===== src/rtl/id_ex_operand_stage.sv =====
// rtl/id_ex_operand_stage.sv - ID/EX operand stage with forwarding, load-use stall and stall counter
module id_ex_operand_stage #(
    parameter int XLEN  = 32,
    parameter int AW    = 5,
    parameter int CNT_W = 16
) (
    input  logic             clk,
    input  logic             reset,
    input  logic             id_valid,
    input  logic [AW-1:0]    id_rs1,
    input  logic [AW-1:0]    id_rs2,
    input  logic             id_use_rs1,
    input  logic             id_use_rs2,
    input  logic [AW-1:0]    id_rd,
    input  logic             id_rd_we,
    input  logic             id_is_load,
    input  logic [XLEN-1:0]  PA,
    input  logic [XLEN-1:0]  PB,
    input  logic [XLEN-1:0]  ex_result,
    input  logic [AW-1:0]    mem_rd,
    input  logic             mem_we,
    input  logic [XLEN-1:0]  mem_result,
    input  logic [AW-1:0]    wb_rd,
    input  logic             wb_we,
    input  logic [XLEN-1:0]  wb_data,
    input  logic             flush,
    output logic             stall,
    output logic             ex_valid,
    output logic [XLEN-1:0]  ex_op_a,
    output logic [XLEN-1:0]  ex_op_b,
    output logic [AW-1:0]    ex_rd,
    output logic             ex_rd_we,
    output logic             ex_is_load,
    output logic [1:0]       ex_fwd_a,
    output logic [1:0]       ex_fwd_b,
    output logic [CNT_W-1:0] stall_count
);

    logic [XLEN-1:0] op_a_nxt;
    logic [XLEN-1:0] op_b_nxt;
    logic [1:0]      fwd_a_nxt;
    logic [1:0]      fwd_b_nxt;
    logic            bubble;

    // Operand A source: x0, then youngest producer (EX) down to WB, else register file
    always_comb begin
        op_a_nxt  = PA;
        fwd_a_nxt = 2'd0;
        if (id_rs1 == '0) begin
            op_a_nxt  = '0;
            fwd_a_nxt = 2'd0;
        end else if (ex_valid && ex_rd_we && (ex_rd == id_rs1)) begin
            op_a_nxt  = ex_result;
            fwd_a_nxt = 2'd1;
        end else if (mem_we && (mem_rd == id_rs1)) begin
            op_a_nxt  = mem_result;
            fwd_a_nxt = 2'd2;
        end else if (wb_we && (wb_rd == id_rs1)) begin
            op_a_nxt  = wb_data;
            fwd_a_nxt = 2'd3;
        end
    end

    // Operand B source: same priority chain as A
    always_comb begin
        op_b_nxt  = PB;
        fwd_b_nxt = 2'd0;
        if (id_rs2 == '0) begin
            op_b_nxt  = '0;
            fwd_b_nxt = 2'd0;
        end else if (ex_valid && ex_rd_we && (ex_rd == id_rs2)) begin
            op_b_nxt  = ex_result;
            fwd_b_nxt = 2'd1;
        end else if (mem_we && (mem_rd == id_rs2)) begin
            op_b_nxt  = mem_result;
            fwd_b_nxt = 2'd2;
        end else if (wb_we && (wb_rd == id_rs2)) begin
            op_b_nxt  = wb_data;
            fwd_b_nxt = 2'd3;
        end
    end

    // Load-use hazard: load data is not ready until MEM, so hold ID for one cycle
    always_comb begin
        stall = id_valid && !flush && ex_valid && ex_is_load && ex_rd_we && (ex_rd != '0) &&
                ((id_use_rs1 && (id_rs1 == ex_rd)) || (id_use_rs2 && (id_rs2 == ex_rd)));
        bubble = flush || stall || !id_valid;
    end

    // EX pipeline register: bubble clears everything, otherwise capture ID
    always_ff @(posedge clk or posedge reset) begin
        if (reset) begin
            ex_valid   <= 1'b0;
            ex_op_a    <= '0;
            ex_op_b    <= '0;
            ex_rd      <= '0;
            ex_rd_we   <= 1'b0;
            ex_is_load <= 1'b0;
            ex_fwd_a   <= 2'd0;
            ex_fwd_b   <= 2'd0;
        end else if (bubble) begin
            ex_valid   <= 1'b0;
            ex_op_a    <= '0;
            ex_op_b    <= '0;
            ex_rd      <= '0;
            ex_rd_we   <= 1'b0;
            ex_is_load <= 1'b0;
            ex_fwd_a   <= 2'd0;
            ex_fwd_b   <= 2'd0;
        end else begin
            ex_valid   <= 1'b1;
            ex_op_a    <= op_a_nxt;
            ex_op_b    <= op_b_nxt;
            ex_rd      <= id_rd;
            ex_rd_we   <= id_rd_we;
            ex_is_load <= id_is_load;
            ex_fwd_a   <= fwd_a_nxt;
            ex_fwd_b   <= fwd_b_nxt;
        end
    end

    // Stall cycle counter, saturating at all-ones
    always_ff @(posedge clk or posedge reset) begin
        if (reset) begin
            stall_count <= '0;
        end else if (stall && (stall_count != {CNT_W{1'b1}})) begin
            stall_count <= stall_count + 1'b1;
        end
    end

endmodule


===== config.mk =====
export PLATFORM = sky130hd
export DESIGN_NAME = id_ex_operand_stage
export DESIGN_NICKNAME = d
export VERILOG_FILES = /design/src/rtl/id_ex_operand_stage.sv
export SDC_FILE = /design/constraint.sdc
export NUM_CORES = 1
export LEC_CHECK = 0
export ABC_CLOCK_PERIOD_IN_PS = 3500
export CORE_ASPECT_RATIO = 1.1
export CORE_MARGIN = 2
export CORE_UTILIZATION = 42
export CTS_CLUSTER_SIZE = 20
export DETAILED_ROUTE_END_ITERATION = 8
export PLACE_DENSITY = 0.81
export SKIP_CTS_REPAIR_TIMING = 1
export SLEW_MARGIN = 0
export SYNTH_ARGS = -nofsm -noshare
export SYNTH_HDL_FRONTEND = slang
export SYNTH_SLANG_ARGS = --single-unit

===== constraint.sdc =====
create_clock -name clk -period 3.5 [get_ports clk]
set_input_delay 0.7 -clock clk [delete_from_list [all_inputs] [get_ports clk]]
set_output_delay 0.7 -clock clk [all_outputs]
set_load 0.005 [all_outputs]

# [Yosys cells after proc, flatten, opt, wreduce, memory -nomap -nowiden]
# Cells that the tools add are included.
[word_totals] reg_bits=92 wordCells=67 output_inout_bits=93 inputBits=195
[classes] addsub=1 n_reduce_logical=24 n_eq_ne=9 mux=24
[op_table] operator="32-bit 2-to-1 mux" count=10
[op_table] operator="5-bit equality test" count=8
[op_table] operator="2-bit 2-to-1 mux" count=10
[op_table] operator="16-bit by 1-bit adder with 16-bit output, second input constant" count=1
[op_table] operator="1-bit logical AND" count=16
[op_table] operator="16-bit != test, second input constant" count=1
[op_table] operator="5-bit zero test" count=2
[op_table] operator="5-bit 2-to-1 mux" count=1
[op_table] operator="5-bit nonzero test" count=1
[op_table] operator="1-bit logical OR" count=3
[op_table] operator="1-bit 2-to-1 mux" count=3
[op_table] operator="1-bit zero test" count=2

# [Depth between registers and ports, before layout]
[logic_depth] ltp_word=10 depth_mapped=8 mapped_depth_nobuf=6

# [Worst setup path after synthesis]
# No wires, ideal clock.
[synth_timing] path_kind="input -> register" startpoint="in wb_rd[3]" endpoint="reg ex_op_b[22]" required_ns=3.368 setup_slack_ns=1.413 stages=7 setup_ns=0.132 path_buffers=2 arrival_ns=1.955 path_cell_list="xor2_1 -> nor4_2 -> buf_2 -> buf_2 -> a21boi_0 -> o311ai_1 -> a21oi_1"
[synth_via] elab_chain_len=7
[synth_rtl] element="from (decl)" line_no="23" text="input logic [AW-1:0] wb_rd,"
[synth_rtl] element="5-bit equality test" line_no="77" text="end else if (wb_we && (wb_rd == id_rs2)) begin"
[synth_rtl] element="1-bit logical AND" line_no="77"
[synth_rtl] element="32-bit 2-to-1 mux" line_no="77"
[synth_rtl] element="32-bit 2-to-1 mux" line_no="74" text="end else if (mem_we && (mem_rd == id_rs2)) begin"
[synth_rtl] element="32-bit 2-to-1 mux" line_no="71" text="end else if (ex_valid && ex_rd_we && (ex_rd == id_rs2)) begin"
[synth_rtl] element="32-bit 2-to-1 mux" line_no="68" text="if (id_rs2 == '0) begin"
[synth_rtl] element="32-bit 2-to-1 mux" line_no="101" text="end else if (bubble) begin"
[synth_rtl] element="to (signal assigned)" line_no="113" text="ex_op_b <= op_b_nxt;"
[synth_rtl] element="to (decl)" line_no="30" text="output logic [XLEN-1:0] ex_op_b,"
# Every way passes these cells.
# A chain may end at the register's enable or synchronous reset.

# [Final worst setup path]
[layout_timing] startpoint="in id_rs2[4]" endpoint="out stall"
[layout_via] elab_chain_len=4
[layout_rtl] element="from (decl)" line_no="11" text="input logic [AW-1:0] id_rs2,"
[layout_rtl] element="5-bit equality test" line_no="86" text="((id_use_rs1 && (id_rs1 == ex_rd)) || (id_use_rs2 && (id_rs2 == ex_rd)));"
[layout_rtl] element="1-bit logical AND" line_no="86"
[layout_rtl] element="1-bit logical OR" line_no="86"
[layout_rtl] element="1-bit logical AND" line_no="85" text="stall = id_valid && !flush && ex_valid && ex_is_load && ex_rd_we && (ex_rd != '0) &&"
[layout_rtl] element="to (decl)" line_no="27" text="output logic stall,"
# Every way passes these cells.

==> results.txt <==
status: finished, final reports clean
violation count after the first detailed-route iteration: 638
GPL Wtd Cong: 0.881
DRC Markers: 0
Syn Area/Cell: 9.00 sq um
share of cells above drive strength 1: 0.0646
post-route insts no fill: 1137
Worst EP arrival: 2470 ps
register area: 2300 sq um
Final #Nets: 1136
peak supply drop: 0.179 mV
Reg-to-Reg Start: ex_rd[1]
fin area: 9490 sq um
largest net degree at the start of global routing: 67
die extent in y: 131 um
Slew headroom: 0.681
Max-cap violations: 0
antenna cells: 0
leakage: 3.73 nW
crit path max-delay cell type: clkdlybuf4s50_1
synth warn: 0
initial antenna violation count: 1
final count of hold timing violations: 0
Compound-Gate Fraction of Synth Area: 0.236
Final min period: 3170 ps
synthesized instance count: 689
Via-to-Cell Ratio: 5.85
TNS Setup: 0 ps
Die Wd: 120 um
simple logic cell fraction of the synthesized area: 0.266
Synth Flop Type: dfrtp_1
XOR/XNOR Fraction of Synth Area: 0.0635
clock root cell: clkbuf_16
later-pin clock latency in the skew report: 350 ps
PwrDens: 286 nW/um^2
RSZ-0062 raised after global routing: false
Hold WC Path Type: reg -> reg
Crit Path Max Fanout: 4
crit-path cells: clkdlybuf4s50_1 -> xnor2_1 -> nand3_2 -> o22a_1 -> nor2_1 -> clkdlybuf4s50_1
Worst Setup End Kind: output port
Worst Path Required: 2800 ps
Max Slew Vio Count: 0
Pre-Repair DR Iteration Count: 5
core area: 14400 sq um
final cycle utilization of the critical path: 0.906
CTS tree: built
sequential fraction of the synthesis area: 0.371
Synth cell types: 48
Clock Path Buffers: 2
cells on worst reg2reg path: 5
CP most frequent cell: clkdlybuf4s50_1
Port Buf Inserts: 287
area of the multi-input gates: 3580 sq um
total CTS buffers: 9
Worst-path clk slew: 60 ps
fill count: 1172
final WL: 23.8 mm
Slew @ Worst Pin: 478 ps
Area Growth Syn to Fin: 52.9%
syn_nets: 885
Initial Util: 0.429
Critical Path Max Stage Delay: 580 ps
Placed Cells: 1121
Async S/R FF share, synth: 1.00
main combinational cell family by area after synthesis: simple AND/OR/NAND/NOR gates
Post-Synth Adder-Cell Area: 0.00202
H-tree depth: 3
detailed placement HPWL: 16.4 mm
Critical path origin: id_rs2[4]
remaining global-route overflow: 0
CTS sink count: 92
hold_ws: 502 ps
Setup Viol. Count Final: 0
total number of vias: 6657
Post-Syn Area: 6200 sq um
kind of critical path: in -> out
reg-to-reg setup timing slack: 1330 ps
CP endpoint: stall
area of the die: 15800 sq um
worst clock skew: 6.13 ps
Worst R2R End: stall_count[1]
# IOs: 288
Critical Path Source Type: primary input
global-route wire length before repair: 37.0 mm
Max Fclk: 315 MHz
vias in the first global route: 6565
synthesized flop and latch total: 92
mux contribution to synthesized area: 0.00182
wire per inst: 21.0 um
Site Rows: 46
EDFF count, synth: 0
Post-DRT Antenna Nets: 0
total track usage: 0.299
DP Area: 9220 sq um
[layer usage]
metal / routed length (um) / global-route usage
met5: 14 / 0
met4: 809 / 0.131
met3: 1990 / 0.0516
met2: 11600 / 0.497
met1: 9450 / 0.380
[Yosys cell counts, types with 2 or more instances]
cell,count,area [sq um]
a21boi_0,64,480
a21oi_1,70,350
and2_0,2,12.5
and2_1,11,68.8
and3_1,66,413
buf_1,3,11.3
buf_2,12,60.1
buf_4,2,15.0
buf_6,9,101
clkbuf_1,43,161
dfrtp_1,92,2300
inv_1,2,7.51
nand2_1,72,270
nand3_1,6,30.0
nand3_2,2,20.0
nand3b_1,66,495
nand4_1,13,81.3
nor2_1,7,26.3
nor3_1,8,40.0
nor4_1,2,12.5
nor4_2,2,25.0
nor4_4,2,42.5
o21ai_2,2,17.5
o311ai_1,62,543
or3_1,3,18.8
xnor2_1,28,245
xor2_1,17,149
[how the worst min path moves through the flow]
stage	startpoint	end	slack, ps	cells past startpoint
2_1_floorplan	stall_count[15]	stall_count[15]	490	1
3_3_place_gp	stall_count[10]	stall_count[10]	500	1
3_5_place_dp	stall_count[15]	stall_count[15]	490	1
4_1_cts	stall_count[15]	stall_count[15]	510	1
5_1_grt	stall_count[10]	stall_count[10]	530	1
6_report	stall_count[15]	stall_count[15]	500	1
[worst max-delay path, delay by kind of cell]
family	cells	cell delay, ps
xor+xnor	1	170
compound gates	1	250
simple gates	2	250
buf+inv	2	1100
[state kept, by name, summed over array words and instances (netlist names)]
register     flops
ex_op_a         32
ex_op_b         32
stall_count     16
ex_rd            5
ex_fwd_a         2
ex_fwd_b         2
ex_is_load       1
ex_rd_we         1
ex_valid         1
[kinds of logic (layout without fill, tap and decap cells)]
group	count (synthesis)	count (layout)
compound gates	205	205
xor+xnor	45	45
fa+ha+maj	1	1
buf+inv	72	328
flops	92	92
mux	1	1
simple gates	273	273
[layout make-up]
type,count,share of cell area
inverters,2,0.00105
well taps,192,0.0253
multi-input cells,525,0.377
repair buffers,310,0.325
clock inverters,4,0.00264
clock buffers,12,0.0260
flip-flops and latches,92,0.243
[cells in the final DEF, fill, tap and decap left out, drive strengths merged, types with 8 or more instances in the layout]
| master | n |
|---|---|
| clkdlybuf4s50 | 287 |
| dfrtp | 92 |
| nand2 | 73 |
| a21oi | 70 |
| and3 | 66 |
| nand3b | 66 |
| a21boi | 64 |
| o311ai | 63 |
| xnor2 | 28 |
| buf | 23 |
| xor2 | 17 |
| and2 | 15 |
| nand4 | 13 |
| clkbuf | 12 |
| nor3 | 9 |
| nor2 | 8 |
| nand3 | 8 |
[power breakdown]
group          internal (mW)  leakage (nW)  total [mW]  switching (mW)
logic                  0.378          2.35       0.676           0.298
registers               1.10          1.25        1.12          0.0159
clock network          0.499         0.129       0.924           0.425
[per-stage QoR]
stage                     power [mW]  setup slack [ps]   util
final                           2.72               329  0.657
after global routing            2.83               252  0.657
after CTS                       2.73               327  0.657
after detailed placement        1.81               339  0.638
after global placement          1.80               321  0.638
after floorplan                 1.40               408      -
No activity file was read; power rests on OpenSTA's default activity.
